[src/rtl/ddr_cmd_gen.sv]
// DDR4 command generator: one request at a time, per-bank open-row tracking,
// PRE/ACT/CAS sequencing with tRP, tRCD and tCCD spacing on a registered bus.
module ddr_cmd_gen #(
  parameter int T_RP  = 4,
  parameter int T_RCD = 4,
  parameter int T_CCD = 4
) (
  input  logic        CK_t,
  input  logic        reset_n,
  input  logic        req_valid,
  output logic        req_ready,
  input  logic        req_wr,
  input  logic [1:0]  req_bg,
  input  logic [1:0]  req_ba,
  input  logic [16:0] req_row,
  input  logic [9:0]  req_col,
  input  logic        req_bl8,
  output logic        cs_n,
  output logic        act_n,
  output logic        RAS_n_A16,
  output logic        CAS_n_A15,
  output logic        WE_n_A14,
  output logic [1:0]  bg_addr,
  output logic [1:0]  ba_addr,
  output logic        A13,
  output logic        A12_BC_n,
  output logic        A11,
  output logic        A10_AP,
  output logic [9:0]  A9_A0,
  output logic        no_act_rdy,
  output logic        rd_rdy
);

  localparam int CW = 8;
  localparam logic [CW-1:0] RP_LOAD  = CW'(T_RP - 1);
  localparam logic [CW-1:0] RCD_LOAD = CW'(T_RCD - 1);
  localparam logic [CW-1:0] CCD_LOAD = CW'(T_CCD - 1);
  localparam logic [CW-1:0] CNT_ONE  = CW'(1);

  localparam logic [4:0] CMD_DES = 5'b11111;
  localparam logic [4:0] CMD_PRE = 5'b01010;
  localparam logic [4:0] CMD_WR  = 5'b01100;
  localparam logic [4:0] CMD_RD  = 5'b01101;

  typedef enum logic [2:0] {
    S_IDLE,
    S_PRE,
    S_WAIT_RP,
    S_ACT,
    S_WAIT_RCD,
    S_CAS
  } state_t;

  state_t        state_q, state_d;
  logic [CW-1:0] cnt_q, cnt_d;
  logic [CW-1:0] ccd_q, ccd_d;
  logic          hit_q, hit_d;
  logic          wr_q, wr_d;
  logic [3:0]    bank_q, bank_d;
  logic [16:0]   row_q, row_d;
  logic [9:0]    col_q, col_d;
  logic          bl8_q, bl8_d;
  logic [15:0]   vld_q, vld_d;
  logic [16:0]   row_tbl_q [16];
  logic [16:0]   row_tbl_d [16];

  logic [4:0]    cmd_q, cmd_d;
  logic [16:0]   addr_q, addr_d;   // {A16..A14 overlay, A13, A12, A11, A10, A9..A0}
  logic [3:0]    bgba_q, bgba_d;
  logic          req_ready_q, req_ready_d;
  logic          no_act_rdy_q, no_act_rdy_d;
  logic          rd_rdy_q, rd_rdy_d;

  logic [3:0]    req_bank;
  assign req_bank = {req_bg, req_ba};

  always_comb begin
    state_d      = state_q;
    cnt_d        = cnt_q;
    ccd_d        = (ccd_q != '0) ? ccd_q - CNT_ONE : '0;
    hit_d        = hit_q;
    wr_d         = wr_q;
    bank_d       = bank_q;
    row_d        = row_q;
    col_d        = col_q;
    bl8_d        = bl8_q;
    vld_d        = vld_q;
    row_tbl_d    = row_tbl_q;
    cmd_d        = CMD_DES;
    addr_d       = '0;
    bgba_d       = '0;
    no_act_rdy_d = 1'b0;
    rd_rdy_d     = 1'b0;

    case (state_q)
      S_IDLE: begin
        if (req_valid && req_ready_q) begin
          wr_d   = req_wr;
          bank_d = req_bank;
          row_d  = req_row;
          col_d  = req_col;
          bl8_d  = req_bl8;
          hit_d  = 1'b0;
          if (!vld_q[req_bank]) begin
            state_d = S_ACT;
          end else if (row_tbl_q[req_bank] == req_row) begin
            state_d = S_CAS;
            hit_d   = 1'b1;
          end else begin
            state_d = S_PRE;
          end
        end
      end
      S_PRE: begin
        cmd_d         = CMD_PRE;
        bgba_d        = bank_q;
        vld_d[bank_q] = 1'b0;
        cnt_d         = RP_LOAD;
        state_d       = (T_RP > 1) ? S_WAIT_RP : S_ACT;
      end
      // Leaving on the cycle the decrement reaches zero keeps PRE->ACT at exactly T_RP.
      S_WAIT_RP: begin
        cnt_d = cnt_q - CNT_ONE;
        if (cnt_q <= CNT_ONE) state_d = S_ACT;
      end
      S_ACT: begin
        cmd_d             = {2'b00, row_q[16:14]};
        addr_d            = row_q;
        bgba_d            = bank_q;
        vld_d[bank_q]     = 1'b1;
        row_tbl_d[bank_q] = row_q;
        cnt_d             = RCD_LOAD;
        state_d           = (T_RCD > 1) ? S_WAIT_RCD : S_CAS;
      end
      S_WAIT_RCD: begin
        cnt_d = cnt_q - CNT_ONE;
        if (cnt_q <= CNT_ONE) state_d = S_CAS;
      end
      S_CAS: begin
        if (ccd_q == '0) begin
          cmd_d        = wr_q ? CMD_WR : CMD_RD;
          bgba_d       = bank_q;
          addr_d       = {5'b00000, bl8_q, 1'b0, 1'b0, col_q};
          rd_rdy_d     = !wr_q;
          no_act_rdy_d = hit_q;
          ccd_d        = CCD_LOAD;
          state_d      = S_IDLE;
        end
      end
      default: state_d = S_IDLE;
    endcase

    req_ready_d = (state_d == S_IDLE);
  end

  always_ff @(posedge CK_t or negedge reset_n) begin
    if (!reset_n) begin
      state_q      <= S_IDLE;
      cnt_q        <= '0;
      ccd_q        <= '0;
      hit_q        <= 1'b0;
      wr_q         <= 1'b0;
      bank_q       <= '0;
      row_q        <= '0;
      col_q        <= '0;
      bl8_q        <= 1'b0;
      vld_q        <= '0;
      for (int unsigned i = 0; i < 16; i++) row_tbl_q[i] <= '0;
      cmd_q        <= CMD_DES;
      addr_q       <= '0;
      bgba_q       <= '0;
      req_ready_q  <= 1'b1;
      no_act_rdy_q <= 1'b0;
      rd_rdy_q     <= 1'b0;
    end else begin
      state_q      <= state_d;
      cnt_q        <= cnt_d;
      ccd_q        <= ccd_d;
      hit_q        <= hit_d;
      wr_q         <= wr_d;
      bank_q       <= bank_d;
      row_q        <= row_d;
      col_q        <= col_d;
      bl8_q        <= bl8_d;
      vld_q        <= vld_d;
      row_tbl_q    <= row_tbl_d;
      cmd_q        <= cmd_d;
      addr_q       <= addr_d;
      bgba_q       <= bgba_d;
      req_ready_q  <= req_ready_d;
      no_act_rdy_q <= no_act_rdy_d;
      rd_rdy_q     <= rd_rdy_d;
    end
  end

  assign cs_n       = cmd_q[4];
  assign act_n      = cmd_q[3];
  assign RAS_n_A16  = cmd_q[2];
  assign CAS_n_A15  = cmd_q[1];
  assign WE_n_A14   = cmd_q[0];
  assign bg_addr    = bgba_q[3:2];
  assign ba_addr    = bgba_q[1:0];
  assign A13        = addr_q[13];
  assign A12_BC_n   = addr_q[12];
  assign A11        = addr_q[11];
  assign A10_AP     = addr_q[10];
  assign A9_A0      = addr_q[9:0];
  assign req_ready  = req_ready_q;
  assign no_act_rdy = no_act_rdy_q;
  assign rd_rdy     = rd_rdy_q;

endmodule

[config.mk]
export PLATFORM = sky130hd
export DESIGN_NAME = ddr_cmd_gen
export DESIGN_NICKNAME = d
export VERILOG_FILES = /design/src/rtl/ddr_cmd_gen.sv
export SDC_FILE = /design/constraint.sdc
export NUM_CORES = 1
export LEC_CHECK = 0
export ABC_CLOCK_PERIOD_IN_PS = 2720
export CAP_MARGIN = 10
export CORE_UTILIZATION = 45
export DETAILED_ROUTE_END_ITERATION = 6
export PLACE_DENSITY = 0.7
export SLEW_MARGIN = 20
export SYNTH_ARGS = -nofsm -noshare
export SYNTH_HDL_FRONTEND = slang
export SYNTH_SLANG_ARGS = --single-unit
export TNS_END_PERCENT = 5
[constraint.sdc]
create_clock -name CK_t -period 2.72 [get_ports CK_t]
set_input_delay 0.544 -clock CK_t [delete_from_list [all_inputs] [get_ports CK_t]]
set_output_delay 0.544 -clock CK_t [all_outputs]
set_load 0.02 [all_outputs]
# ---- Word level (Yosys, flattened, before mapping)
# Cells that the tools add are included.
dict set report word_totals {
  register_bits 367
  out_inout_bits 26
  elab_cells 100
  input_bits 36
}
dict set report op_classes {
  n_reduce_logical 13
  eq_ne 6
  n_mux 35
  add_sub_neg 2
  n_bitwise 5
  magnitude_cmp 7
}
# operator count
set ops {}
lappend ops {{$bwmux 272} 1}
lappend ops {{$bmux 17 s4} 1}
lappend ops {{$demux 17 s4} 1}
lappend ops {{$mux 17} 3}
lappend ops {{$pmux 16 s2} 1}
lappend ops {{$pmux 14 s2} 1}
lappend ops {{$mux 8} 3}
lappend ops {{$mux 3} 6}
lappend ops {{$pmux 3 s6} 1}
lappend ops {{$eq 17x17->1} 1}
lappend ops {{$and 16x16->16} 1}
lappend ops {{$not 16->16} 1}
lappend ops {{$or 16x16->16} 1}
lappend ops {{$pmux 8 s2} 1}
lappend ops {{$sub 8x1->8 const B} 2}
lappend ops {{$pmux 5 s3} 1}
lappend ops {{$mux 13} 1}
lappend ops {{$ge 5x5->1 const B} 2}
lappend ops {{$lt 4x5->1 const B} 2}
lappend ops {{$not 4->5} 2}
lappend ops {{$mux 1} 9}
lappend ops {{$le 8x1->1 const B} 1}
lappend ops {{$logic_not 8->1} 1}
lappend ops {{$pmux 4 s2} 1}
lappend ops {{16 further kinds} 23}

# ---- Longest topological paths before layout
dict set report logic_depth {
  ltp_word 10
  ltp_mapped 12
  mapped_depth_nobuf 9
}

# ---- Worst setup path after synthesis
# Ideal clock, no wire load.
dict set report synth_path {
  kind {in2reg}
  from {input req_ba[0]}
  to {register hit_q}
  stages 8
  required_time_ns 2.643
  path_slack_ns 0.179
  arrival_ns 2.465
  setup_time_ns 0.077
  n_path_buf 1
  path_cell_list {buf_6 > mux4_2 > o21a_1 > a32oi_1 > o311ai_1 > or3_1 > or3_1 > o21ai_1}
}
dict set report synth_via {
  elab_chain_cells 7
  elab_cells_between_ends 9
  classes_between {eq/ne: 1; mux: 7; bitwise: 1}
}
# item line_no
set synth_rtl {}
lappend synth_rtl {{from (decl)} 14} ;# input logic [1:0] req_ba,
lappend synth_rtl {{$not 4->5 (not written as such)} 106} ;# end else if (row_tbl_q[req_bank] == req_row) begin
lappend synth_rtl {{$bmux 17 s4} 106}
lappend synth_rtl {{$mux 17 (not written as such) (2 in a row)} 106}
lappend synth_rtl {{$eq 17x17->1} 106}
lappend synth_rtl {{$mux 1} 106}
lappend synth_rtl {{$mux 1 *} 104} ;# if (!vld_q[req_bank]) begin
lappend synth_rtl {{to (signal assigned)} 179} ;# hit_q <= hit_d;
lappend synth_rtl {{to (decl)} 57} ;# logic hit_q, hit_d;
# Mark *: on every way between the ends. The rest lies on a longest branch, timed or not. The select of a mux whose other input is x is not followed.
# A chain may end at the register's enable or synchronous reset.

# ---- Final worst setup path
dict set report layout_path {
  from {register state_q[2]}
  to {register row_tbl_q[206] in the netlist's numbering}
}
dict set report layout_via {
  elab_chain_cells 1
}
# item line_no
set layout_rtl {}
lappend layout_rtl {{from (decl)} 54} ;# state_t state_q, state_d;
lappend layout_rtl {{from (signal assigned)} 176} ;# state_q <= state_d;
lappend layout_rtl {{$eq 3x2->1} 95} ;# case (state_q)
lappend layout_rtl {{to (signal assigned)} 186} ;# row_tbl_q <= row_tbl_d;
lappend layout_rtl {{to (decl)} 64} ;# logic [16:0] row_tbl_q [16];
# No other way between the ends.

==> results_dict.tcl <==
set metrics [dict create \
    status "finished with violations" \
    failed_checks "hold timing" \
    drc 0 \
    syn_inst 1150 \
    syn_area_per_cell_um2 14.4 \
    rsz0062_at_grt "false" \
    critical-path-top-delay-family "simple AND/OR/NAND/NOR gates" \
    path_cells "nand2b_1 > nor2_1 > nand3_1 > nor3_4 > buf_4 > mux2_2" \
    worstPathArrival_ns 3.01 \
    die_x_um 194 \
    tightest_slew_ns 0.720 \
    yosys-top-cells-area "dfrtp_1 54%, mux2_2 20%, mux4_2 9.1%, mux2i_1 2.7%, o21ai_0 1.1%" \
    post-place-cells 1692 \
    maxCapViolations 0 \
    vdd_drop_max_mv 0.384 \
    yosysUniqueCellTypes 49 \
    htreeDepth 2 \
    drt-initial-drc-count 824 \
    post_cts_buffers 0 \
    yosysSeqAreaShare_pct 55.4 \
    synth_largest_area_cell "dfrtp_1" \
    max_clock_freq_mhz 385 \
    r2r_cells 6 \
    synth_edf_count 0 \
    routabilityCongestion 0.863 \
    fin_crit_ns 2.60 \
    firstDrtPassIters 5 \
    hold_viol_final 4 \
    syn_to_final_growth_pct 18.4 \
    startpoint_type "flop" \
    drive_gt1_share_pct 42.0 \
    hold_ws_ns -0.00827 \
    port_buffers 61 \
    fp.dieH_um 194 \
    start_util_pct 46.2 \
    rows 69 \
    synth_warnings 0 \
    mappedNetlistNets 1189 \
    path_depth 6 \
    syn_area_um2 16600 \
    relSlewSlack_pct 52.0 \
    grt_pass1_vias 10800 \
    vias 10200 \
    cts_made_buffers 40 \
    core_area_um2 35900 \
    ant_nets 0 \
    synth_top_cell_area_share_pct 54.4 \
    routed-wl-met2_um 20200 \
    pin_count 62 \
    clock_sinks 367 \
    setup_violations 0 \
    hold_path.class "in -> async" \
    dr_wl_met3_um 1670 \
    tns_ns 0 \
    n_antenna_cell 0 \
    clockBufferDepth 3 \
    finalClockSkew_ns 0.0139 \
    synthArstFlopShare_pct 100 \
    cp-end-kind "flop" \
    nFillCells 2914 \
    final_nets 1312 \
    fin_crit_sh_pct 95.5 \
    synth_flop_cell "dfrtp_1" \
    p_leak_nw 9.32 \
    grt_max_degree 71 \
    max_stage_delay_ns 0.45 \
    critical_path_required_ns 3.13 \
    cts.repair.resized 1 \
    crit_type "reg -> reg" \
    die-area_um2 37700 \
    path_buf_inv 1 \
    dp_hpwl_um 26800 \
    insertion_delay_ns 0.54 \
    grt_overflow 0 \
    path_max_fanout 18 \
    ys_seq_elements 367 \
    routed_wl_um 41400 \
    antenna_found_initial 0 \
    cts_tree "built" \
    grt_usage_pct 22.7 \
    cts_hold_buf 0 \
    instances_no_fill 1765 \
    grt_pass1_wl_um 65700 \
    wl_per_cell_um 23.4 \
    vias_per_cell 5.80 \
    root_buffer "clkbuf_16" \
    crit_slowest_cell "nand3_1" \
    powerDensity_nw_per_um2 955 \
    slew_viol_final 0 \
    dr.max_layer_used "met4" \
    path_clk_slew_ns 0.06 \
    wl_met1_um 18800 \
]
## path summary, 6_finish.rpt
path / start / end / slack [ns]
min: reset_n / addr_q[2] / -0.008
max in group asynchronous: reset_n / cmd_q[2] / 1.88
min in group CK_t: row_tbl_q[215] / row_tbl_q[215] / 0.49
max reg2reg: state_q[2] / row_tbl_q[206] / 0.12
max: state_q[2] / row_tbl_q[206] / 0.12
min reg2reg: row_tbl_q[215] / row_tbl_q[215] / 0.49
## Yosys cell counts, drive strengths merged, types with 3 or more instances
| library cell | n |
|---|---|
| a21oi | 16 |
| a221oi | 5 |
| a22o | 13 |
| a22oi | 4 |
| and3 | 6 |
| buf | 32 |
| clkbuf | 43 |
| dfrtp | 361 |
| dfstp | 6 |
| ha | 3 |
| inv | 17 |
| mux2 | 305 |
| mux2i | 44 |
| mux4 | 67 |
| nand2 | 45 |
| nand2b | 7 |
| nand3 | 13 |
| nand4 | 5 |
| nor2 | 44 |
| nor2b | 9 |
| nor3 | 10 |
| nor3b | 3 |
| nor4 | 5 |
| o21ai | 37 |
| or3 | 5 |
| xnor2 | 11 |
| xor2 | 12 |
## sequential cells by signal (all words and copies together) (netlist names), 3 cells and up, named ones only
name and flops:
bank_q 4, bgba_q 4, addr_q 14, state_q 3
cmd_q 5, row_q 17, ccd_q 8, row_tbl_q 272
cnt_q 8, col_q 10
## kinds of logic (layout without fill, tap and decap cells)
family	count (synthesis)	after routing	synth area share [%]
muxes	416	416	32.4
DFF	367	367	55.4
and+or+nand+nor	154	154	4.37
AOI/OAI and AO/OA	95	95	3.78
buffers and inverters	92	246	2.63
xor gates and xnor gates	23	23	1.21
adders and majority gates	3	3	0.226
## worst register-to-register path: cells and delay by family (launching register included)
family / cells / cell delay [ns]
buffers and inverters: 1 / 0.41
and+or+nand+nor: 4 / 1.29
muxes: 1 / 0.40
DFF: 1 / 0.39
## cell usage in the layout (no fill, tap or decap), drive strengths merged, types with 6 or more instances in the layout
cell / netlist / final
a21oi: 16 / 16
a22o: 13 / 13
and3: 6 / 6
buf: 32 / 100
clkbuf: 43 / 62
clkdlybuf4s50: 0 / 56
clkinv: 0 / 7
dfrtp: 361 / 361
dfstp: 6 / 6
inv: 17 / 20
mux2: 305 / 305
mux2i: 44 / 44
mux4: 67 / 67
nand2: 45 / 45
nand2b: 7 / 7
nand3: 13 / 13
nor2: 44 / 44
nor2b: 9 / 9
nor3: 10 / 10
o21ai: 37 / 37
xnor2: 11 / 11
xor2: 12 / 12
## power by group
group,internal (mW),switching (mW),total (mW)
clock,3.04,2.17,5.21
sequential,7.39,1.70,9.08
combinational,2.61,1.87,4.48
## final cells by class
cell class	count	area, um2	area share [%]
timing repair buffer	156	1530	7.77
inverter	17	63.8	0.325
multi-input combinational	691	7030	35.8
sequential	367	9190	46.8
tap	461	577	2.93
clock inverter	11	71.3	0.363
clock buffer	62	1190	6.08
## metal layers
layer  track usage (%)  up-vias
met5                 0        -
met4              5.47        0
met3              2.63       60
met2              37.3      253
met1              32.4     5472
li1                  -     4460
## metrics by stage
stage                     power (mW)  utilization (%)  instance area, um2  setup WS [ns]
after global routing            19.8             54.7               19700        0.00716
after CTS                       18.9             54.7               19600          0.124
final                           18.8             54.7               19700          0.122
after floorplan                 11.9                -               16600          0.179
after global placement          13.4             51.2               18400         -0.567
after detailed placement        13.6             51.2               18400         -0.588
Power figures use the tool's default switching activity.
